==> src/rtl/sui_simd_regs_reader.sv <==
// Stack-upstream side of the SIMD result handoff: waits for all lanes valid, snapshots them,
// pulses complete back to SIMD, then streams header + lane words over valid/ready.
module sui_simd_regs_reader #(
  parameter int NUM_LANES   = 32,
  parameter int LANE_WIDTH  = 32,
  parameter int PE_ID_WIDTH = 8
) (
  input  logic                            clk,
  input  logic                            reset_poweron,
  input  logic [PE_ID_WIDTH-1:0]          peId,
  input  logic [NUM_LANES*LANE_WIDTH-1:0] simd__sui__regs,
  input  logic [NUM_LANES-1:0]            simd__sui__regs_valid,
  output logic                            sui__simd__regs_complete,
  output logic                            sui__up_valid,
  output logic [LANE_WIDTH-1:0]           sui__up_data,
  output logic                            sui__up_sop,
  output logic                            sui__up_eop,
  input  logic                            up__sui_ready
);

  localparam int          PTR_W    = (NUM_LANES > 1) ? $clog2(NUM_LANES) : 1;
  localparam logic [7:0]  LANE_CNT = 8'(NUM_LANES);
  localparam logic [PTR_W-1:0] LAST_PTR = PTR_W'(NUM_LANES - 1);

  typedef enum logic [1:0] {IDLE, CMPL, HDR, DATA} state_e;

  state_e                  state_q, state_d;
  logic [LANE_WIDTH-1:0]   snap_q [NUM_LANES];
  logic [LANE_WIDTH-1:0]   snap_d [NUM_LANES];
  logic [PE_ID_WIDTH-1:0]  peid_snap_q, peid_snap_d;
  logic [PTR_W-1:0]        ptr_q, ptr_d, ptr_nxt;
  logic [7:0]              seq_q, seq_d;
  logic                    complete_q, complete_d;
  logic                    valid_q, valid_d;
  logic                    sop_q, sop_d;
  logic                    eop_q, eop_d;
  logic [LANE_WIDTH-1:0]   data_q, data_d, hdr;

  // NOTE: every always_comb output gets a default first so no path can infer a latch.
  always_comb begin
    state_d     = state_q;
    snap_d      = snap_q;
    peid_snap_d = peid_snap_q;
    ptr_d       = ptr_q;
    seq_d       = seq_q;
    complete_d  = 1'b0;
    valid_d     = valid_q;
    sop_d       = sop_q;
    eop_d       = eop_q;
    data_d      = data_q;
    ptr_nxt     = ptr_q + 1'b1;

    hdr = '0;
    hdr[LANE_WIDTH-1 -: PE_ID_WIDTH] = peid_snap_q;
    hdr[15:8] = seq_q;
    hdr[7:0]  = LANE_CNT;

    unique case (state_q)
      IDLE: begin
        if (&simd__sui__regs_valid) begin
          for (int i = 0; i < NUM_LANES; i++) begin
            snap_d[i] = simd__sui__regs[i*LANE_WIDTH +: LANE_WIDTH];
          end
          peid_snap_d = peId;
          complete_d  = 1'b1;
          state_d     = CMPL;
        end
      end
      CMPL: begin
        valid_d = 1'b1;
        sop_d   = 1'b1;
        eop_d   = 1'b0;
        data_d  = hdr;
        state_d = HDR;
      end
      HDR: begin
        if (up__sui_ready) begin
          ptr_d   = '0;
          sop_d   = 1'b0;
          eop_d   = (NUM_LANES == 1);
          data_d  = snap_q[0];
          state_d = DATA;
        end
      end
      DATA: begin
        if (up__sui_ready) begin
          if (eop_q) begin
            valid_d = 1'b0;
            eop_d   = 1'b0;
            data_d  = '0;
            seq_d   = seq_q + 8'd1;
            state_d = IDLE;
          end else begin
            // Outputs are registered, so the word after ptr is loaded on this accept.
            ptr_d  = ptr_nxt;
            data_d = snap_q[ptr_nxt];
            eop_d  = (ptr_nxt == LAST_PTR);
          end
        end
      end
      default: state_d = IDLE;
    endcase
  end

  // NOTE: the snapshot array is reset too, so nothing stale can leak into a word after power-on.
  always_ff @(posedge clk or posedge reset_poweron) begin
    if (reset_poweron) begin
      state_q     <= IDLE;
      snap_q      <= '{default: '0};
      peid_snap_q <= '0;
      ptr_q       <= '0;
      seq_q       <= '0;
      complete_q  <= 1'b0;
      valid_q     <= 1'b0;
      sop_q       <= 1'b0;
      eop_q       <= 1'b0;
      data_q      <= '0;
    end else begin
      state_q     <= state_d;
      snap_q      <= snap_d;
      peid_snap_q <= peid_snap_d;
      ptr_q       <= ptr_d;
      seq_q       <= seq_d;
      complete_q  <= complete_d;
      valid_q     <= valid_d;
      sop_q       <= sop_d;
      eop_q       <= eop_d;
      data_q      <= data_d;
    end
  end

  assign sui__simd__regs_complete = complete_q;
  assign sui__up_valid            = valid_q;
  assign sui__up_data             = data_q;
  assign sui__up_sop              = sop_q;
  assign sui__up_eop              = eop_q;

endmodule

==> config.mk <==
export PLATFORM = sky130hd
export DESIGN_NAME = sui_simd_regs_reader
export DESIGN_NICKNAME = d
export VERILOG_FILES = /design/src/rtl/sui_simd_regs_reader.sv
export SDC_FILE = /design/constraint.sdc
export NUM_CORES = 2
export LEC_CHECK = 0
export CAP_MARGIN = 10
export CELL_PAD_IN_SITES_DETAIL_PLACEMENT = 2
export CELL_PAD_IN_SITES_GLOBAL_PLACEMENT = 2
export CORE_AREA = 5 5 427 429
export DETAILED_ROUTE_END_ITERATION = 10
export DIE_AREA = 0 0 432 434
export DONT_BUFFER_PORTS = 1
export PLACE_DENSITY_LB_ADDON = 0.2
export SLEW_MARGIN = 40
export SYNTH_ARGS = -nofsm -noshare
export SYNTH_HDL_FRONTEND = slang
export SYNTH_SLANG_ARGS = --single-unit
==> constraint.sdc <==
create_clock -name clk -period 43.8 [get_ports clk]
set_input_delay 4.38 -clock clk [delete_from_list [all_inputs] [get_ports clk]]
set_output_delay 4.38 -clock clk [all_outputs]
set_load 0.005 [all_outputs]
Word level (Yosys, flattened, before mapping)

Index checks and enable logic that the tools add are counted.

Input port bits: 1067
Output and inout bits: 36
Word-level logic and storage cells: 93
Flip-flop bits (word level): 1083

Equality and inequality tests: 9
Reductions and logical operators: 13
Bitwise operators: 1
Muxes and demuxes: 26
Add/subtract/negate cells: 2
Magnitude comparators: 1

Operators with widths:

| cell                | number |
|---|---|
| $bmux 32 s5         | 1 |
| $mux 32             | 5 |
| $pmux 32 s3         | 1 |
| $reduce_and 33->1   | 1 |
| $reduce_and 32->1   | 1 |
| $mux 5              | 3 |
| $ne 2x2->1 const B  | 5 |
| $pmux 5 s2          | 1 |
| $reduce_and 3->1    | 3 |
| $add 8x1->8 const B | 1 |
| $mux 2              | 4 |
| $pmux 2 s4          | 1 |
| $reduce_and 4->1    | 2 |
| $mux 1              | 7 |
| $ge 6x6->1 const B  | 1 |
| $not 5->6           | 1 |
| $reduce_bool 2->1   | 3 |
| $add 5x1->5 const B | 1 |
| $eq 5x5->1 const B  | 1 |
| $eq 2x2->1 const B  | 2 |
| $pmux 1 s2          | 2 |
| $pmux 1 s3          | 1 |
| $reduce_bool 3->1   | 1 |
| $eq 2x1->1 const B  | 1 |
| other kinds (2)     | 2 |

Logic depth before layout (Yosys ltp)

Depth after elaboration: 8
Depth in mapped cells: 15
Gate-level depth less buffers: 7

Worst setup path after synthesis

No wires, ideal clock.

Kind: input port to flip-flop
From: input port simd__sui__regs_valid[30]
To: register snap_q[407] (netlist bit)
Buffers on the path: 4
Setup time: 125 ps
Data arrival time: 5811 ps
Setup slack: 37864 ps
Stages on the path: 8
Required time: 43675 ps
Cell sequence: nand4_1 nor4_1 and3_1 buf_4 buf_6 buf_8 buf_6 mux2_2

Longest elaborated chain between the ends: 1

Ends and longest elaborated chain:

| element                     | line | source |
|---|---|---|
| start: declaration          | 12   | `input logic [NUM_LANES-1:0] simd__sui__regs_valid,` |
| $reduce_and 33->1 (no line) | n/a  |  |
| end signal: assignment      | 120  | `snap_q <= snap_d;` |
| end: declaration            | 28   | `logic [LANE_WIDTH-1:0] snap_q [NUM_LANES];` |

No other way between the ends.
A chain may end at the register's enable or synchronous reset.

Worst setup path after layout

From: input port simd__sui__regs_valid[30]
To: register snap_q[90] (netlist bit)

Same word-level chain as after synthesis.

==> results_dict.tcl <==
set metrics [dict create \
    outcome "completed" \
    die_w_um 432 \
    crit_type "input pin to flip-flop" \
    r2r_cells 8 \
    rsz0062_at_grt "false" \
    rows 155 \
    cp.required_ps 44480 \
    layout.nets 4196 \
    insertion_delay_ps 790 \
    cts_tree "yes" \
    cpPeakStageDelay_ps 780 \
    power.density_mw_per_mm2 50.4 \
    hold_depth 1 \
    fin_crit_sh 0.193 \
    synthAdderAreaFrac 0.00202 \
    worst-slew-pin-transition_ps 933 \
    cts_sinks 1083 \
    place.gp.congestion 0.875 \
    numCtsBuffers 134 \
    cts_root_buf "clkbuf_16" \
    core-area_mm2 0.178 \
    fin_ws_ps 35340 \
    worstHoldPathType "flip-flop to flip-flop" \
    dpl.hpwl_um 162000 \
    cts.repair.resized 0 \
    groute.usage.overall 0.218 \
    clock_path_buffers 3 \
    async_flop_share 1.00 \
    synth_compound_area_frac 0.0275 \
    synth.net_count 4233 \
    fillers 17945 \
    detail_route.iter0.violations 1754 \
    postCtsSetupBuffers 0 \
    regToRegSetupSlack_ps 38490 \
    seq_area_mm2 0.0271 \
    drtAntennaViolNets 0 \
    vdd_ir_drop_max_mv 0.0330 \
    hold_buffers 0 \
    grt_first_pass_wirelength_um 283000 \
    synth_xor_area_frac 0.00230 \
    ys_warn_count 0 \
    wl_per_cell_um 36.6 \
    hold_viol_final 0 \
    ioPinCount 1103 \
    dieArea_mm2 0.187 \
    synth_area_mm2 0.0495 \
    holdWs_ps 478 \
    die_h_um 434 \
    slew_headroom 0.360 \
    synth.avg_cell_area_um2 15.7 \
    synth_top_family_by_area "multiplexers" \
    drv_cap 0 \
    critPathSlowestCell "buf_4" \
    drc 0 \
    p_total_mw 2.84 \
    setup_violations 0 \
    path_max_fanout 77 \
    synthSimpleGateAreaFrac 0.0267 \
    antenna_found_initial 327 \
    grt_max_degree 154 \
    seq_area_frac_synth 0.548 \
    min_to "snap_q[384]$_DFFE_PP0P_" \
    synth.area.mux_share 0.359 \
    post_drt_via_cell_ratio 5.19 \
    drive_gt1_frac 0.383 \
    yosysUniqueCellTypes 49 \
    multi_input_area_mm2 0.0208 \
    htreeDepth 4 \
    dp.cells 5337 \
    syn2layout_area_growth_pct 14.0 \
    final_cells 5732 \
    path_cells "nand4_1 -> nor4_1 -> and3_4 -> buf_6 -> buf_4 -> buf_4 -> buf_6 -> mux2_2" \
    grt_pass1_vias 32896 \
    io_buffers 0 \
    maxSlewViolCount 0 \
    r2r-start "ptr_q[0]$_DFFE_PP0P_" \
    r2r-end "sui__up_data[9]$_DFFE_PP0P_" \
    initial_core_util 0.278 \
    num_vias 29736 \
    hp-start "snap_q[384]$_DFFE_PP0P_" \
    ys_seq_elements 1083 \
    clkTransAtPathRegs_ps 60 \
    synthCells 3158 \
    startpoint_type "input pin" \
    leakagePower_nw 26.3 \
    pre_cts_slack_ps 34070 \
    overflow 0 \
    clock_skew_ps 27.0 \
    max_freq_mhz 118 \
    synthFlopType "dfrtp_1" \
    critical_path_arrival_ps 9140 \
    tns_ps 0 \
    synth_edf_count 0 \
    final.min_clock_period_ps 8460 \
    crit_path_end_kind "flip-flop" \
    wl_um 210000 \
    dr.pass1.iters 5 \
]
## critical path, delay by kind of cell
kind	cells	cell delay (ps)
and+or+nand+nor	3	1270
muxes	1	420
buffers and inverters	4	2780
## cell usage after synthesis, drive strengths merged, types with 2 or more instances
cell type	instances	area [µm²]
a211oi	17	173
a21boi	17	128
a21oi	19	95.1
a221oi	16	140
a31oi	16	100
a32o	32	320
and3	18	113
buf	206	1600
clkbuf	27	103
dfrtp	1083	27100
ha	8	100
inv	6	22.5
mux2	1036	11700
mux2i	33	330
mux4	256	5770
nand2	144	541
nand2b	2	12.5
nand3	36	180
nand4	9	56.3
nor2	90	338
nor3	3	15.0
nor3b	2	20.0
nor4	3	18.8
o21ai	26	138
o22ai	33	206
xnor2	6	71.3
xor2	4	42.6
## power by group
group	total (mW)	switching [mW]	internal (mW)
sequential	1.06	0.0426	1.02
clock	1.14	0.467	0.673
combinational	0.644	0.447	0.197
## cell families after synthesis
kind of cell / after synthesis
DFF: 1083
AOI/OAI and AO/OA: 183
buffers and inverters: 239
muxes: 1325
and+or+nand+nor: 310
xor gates and xnor gates: 10
adders and majority gates: 8
## cell usage in the layout (no fill, tap or decap), types with 19 or more instances in the layout
cell type	instances
mux2_2	685
mux4_2	256
mux2i_1	33
diode_2	156
a32o_1	32
nor2_1	88
a21oi_1	19
clkbuf_1	30
clkbuf_8	26
dfrtp_1	1082
nand2_1	144
clkbuf_16	135
nand3_1	36
buf_4	33
mux2_1	351
o22ai_1	30
## metal layers
| layer | vias up | global-route usage | share of wire |
|---|---|---|---|
| met3 | 629 | 0.0703 | 0.072 |
| met1 | 15843 | 0.251 | 0.38 |
| met2 | 1291 | 0.374 | 0.50 |
| met5 | - | 0 | 0.0021 |
| li1 | 11905 | - | - |
| met4 | 68 | 0.0936 | 0.052 |
## layout make-up
cell class | count | share of cell area
Timing Repair Buffer | 60 | 0.0122
Antenna cell | 156 | 0.00692
Multi-Input combinational cell | 1836 | 0.368
Inverter | 6 | 0.000621
Sequential cell | 1083 | 0.481
Clock inverter | 46 | 0.0113
Clock buffer | 190 | 0.0680
Tap cell | 2355 | 0.0522
## how the worst max path moves through the flow
| stage | end | cells past startpoint | from |
|---|---|---|---|
| after floorplan | peid_snap_q[0]$_DFFE_PP0P_ | 1 | reset_poweron |
| after detailed placement | snap_q[90]$_DFFE_PP0P_ | 8 | simd__sui__regs_valid[30] |
| after global routing | snap_q[90]$_DFFE_PP0P_ | 8 | simd__sui__regs_valid[31] |
| after global placement | snap_q[24]$_DFFE_PP0P_ | 8 | simd__sui__regs_valid[14] |
| final | snap_q[90]$_DFFE_PP0P_ | 8 | simd__sui__regs_valid[30] |
| after CTS | snap_q[20]$_DFFE_PP0P_ | 8 | simd__sui__regs_valid[30] |
## flip-flops by register name, summed over array words and instances (netlist names)
name,count
peid_snap_q,8
ptr_q,5
seq_q,8
snap_q,1024
state_q,2
sui__simd__regs_complete,1
sui__up_data,32
sui__up_eop,1
sui__up_sop,1
sui__up_valid,1
## per-stage QoR
step                 util  cell area [µm²]
global placement    0.288            51300
global route        0.316            56200
finish              0.317            56400
CTS                 0.314            55900
detailed placement  0.289            51400
floorplan               -            49500
No activity file was read; power rests on OpenSTA's default activity.
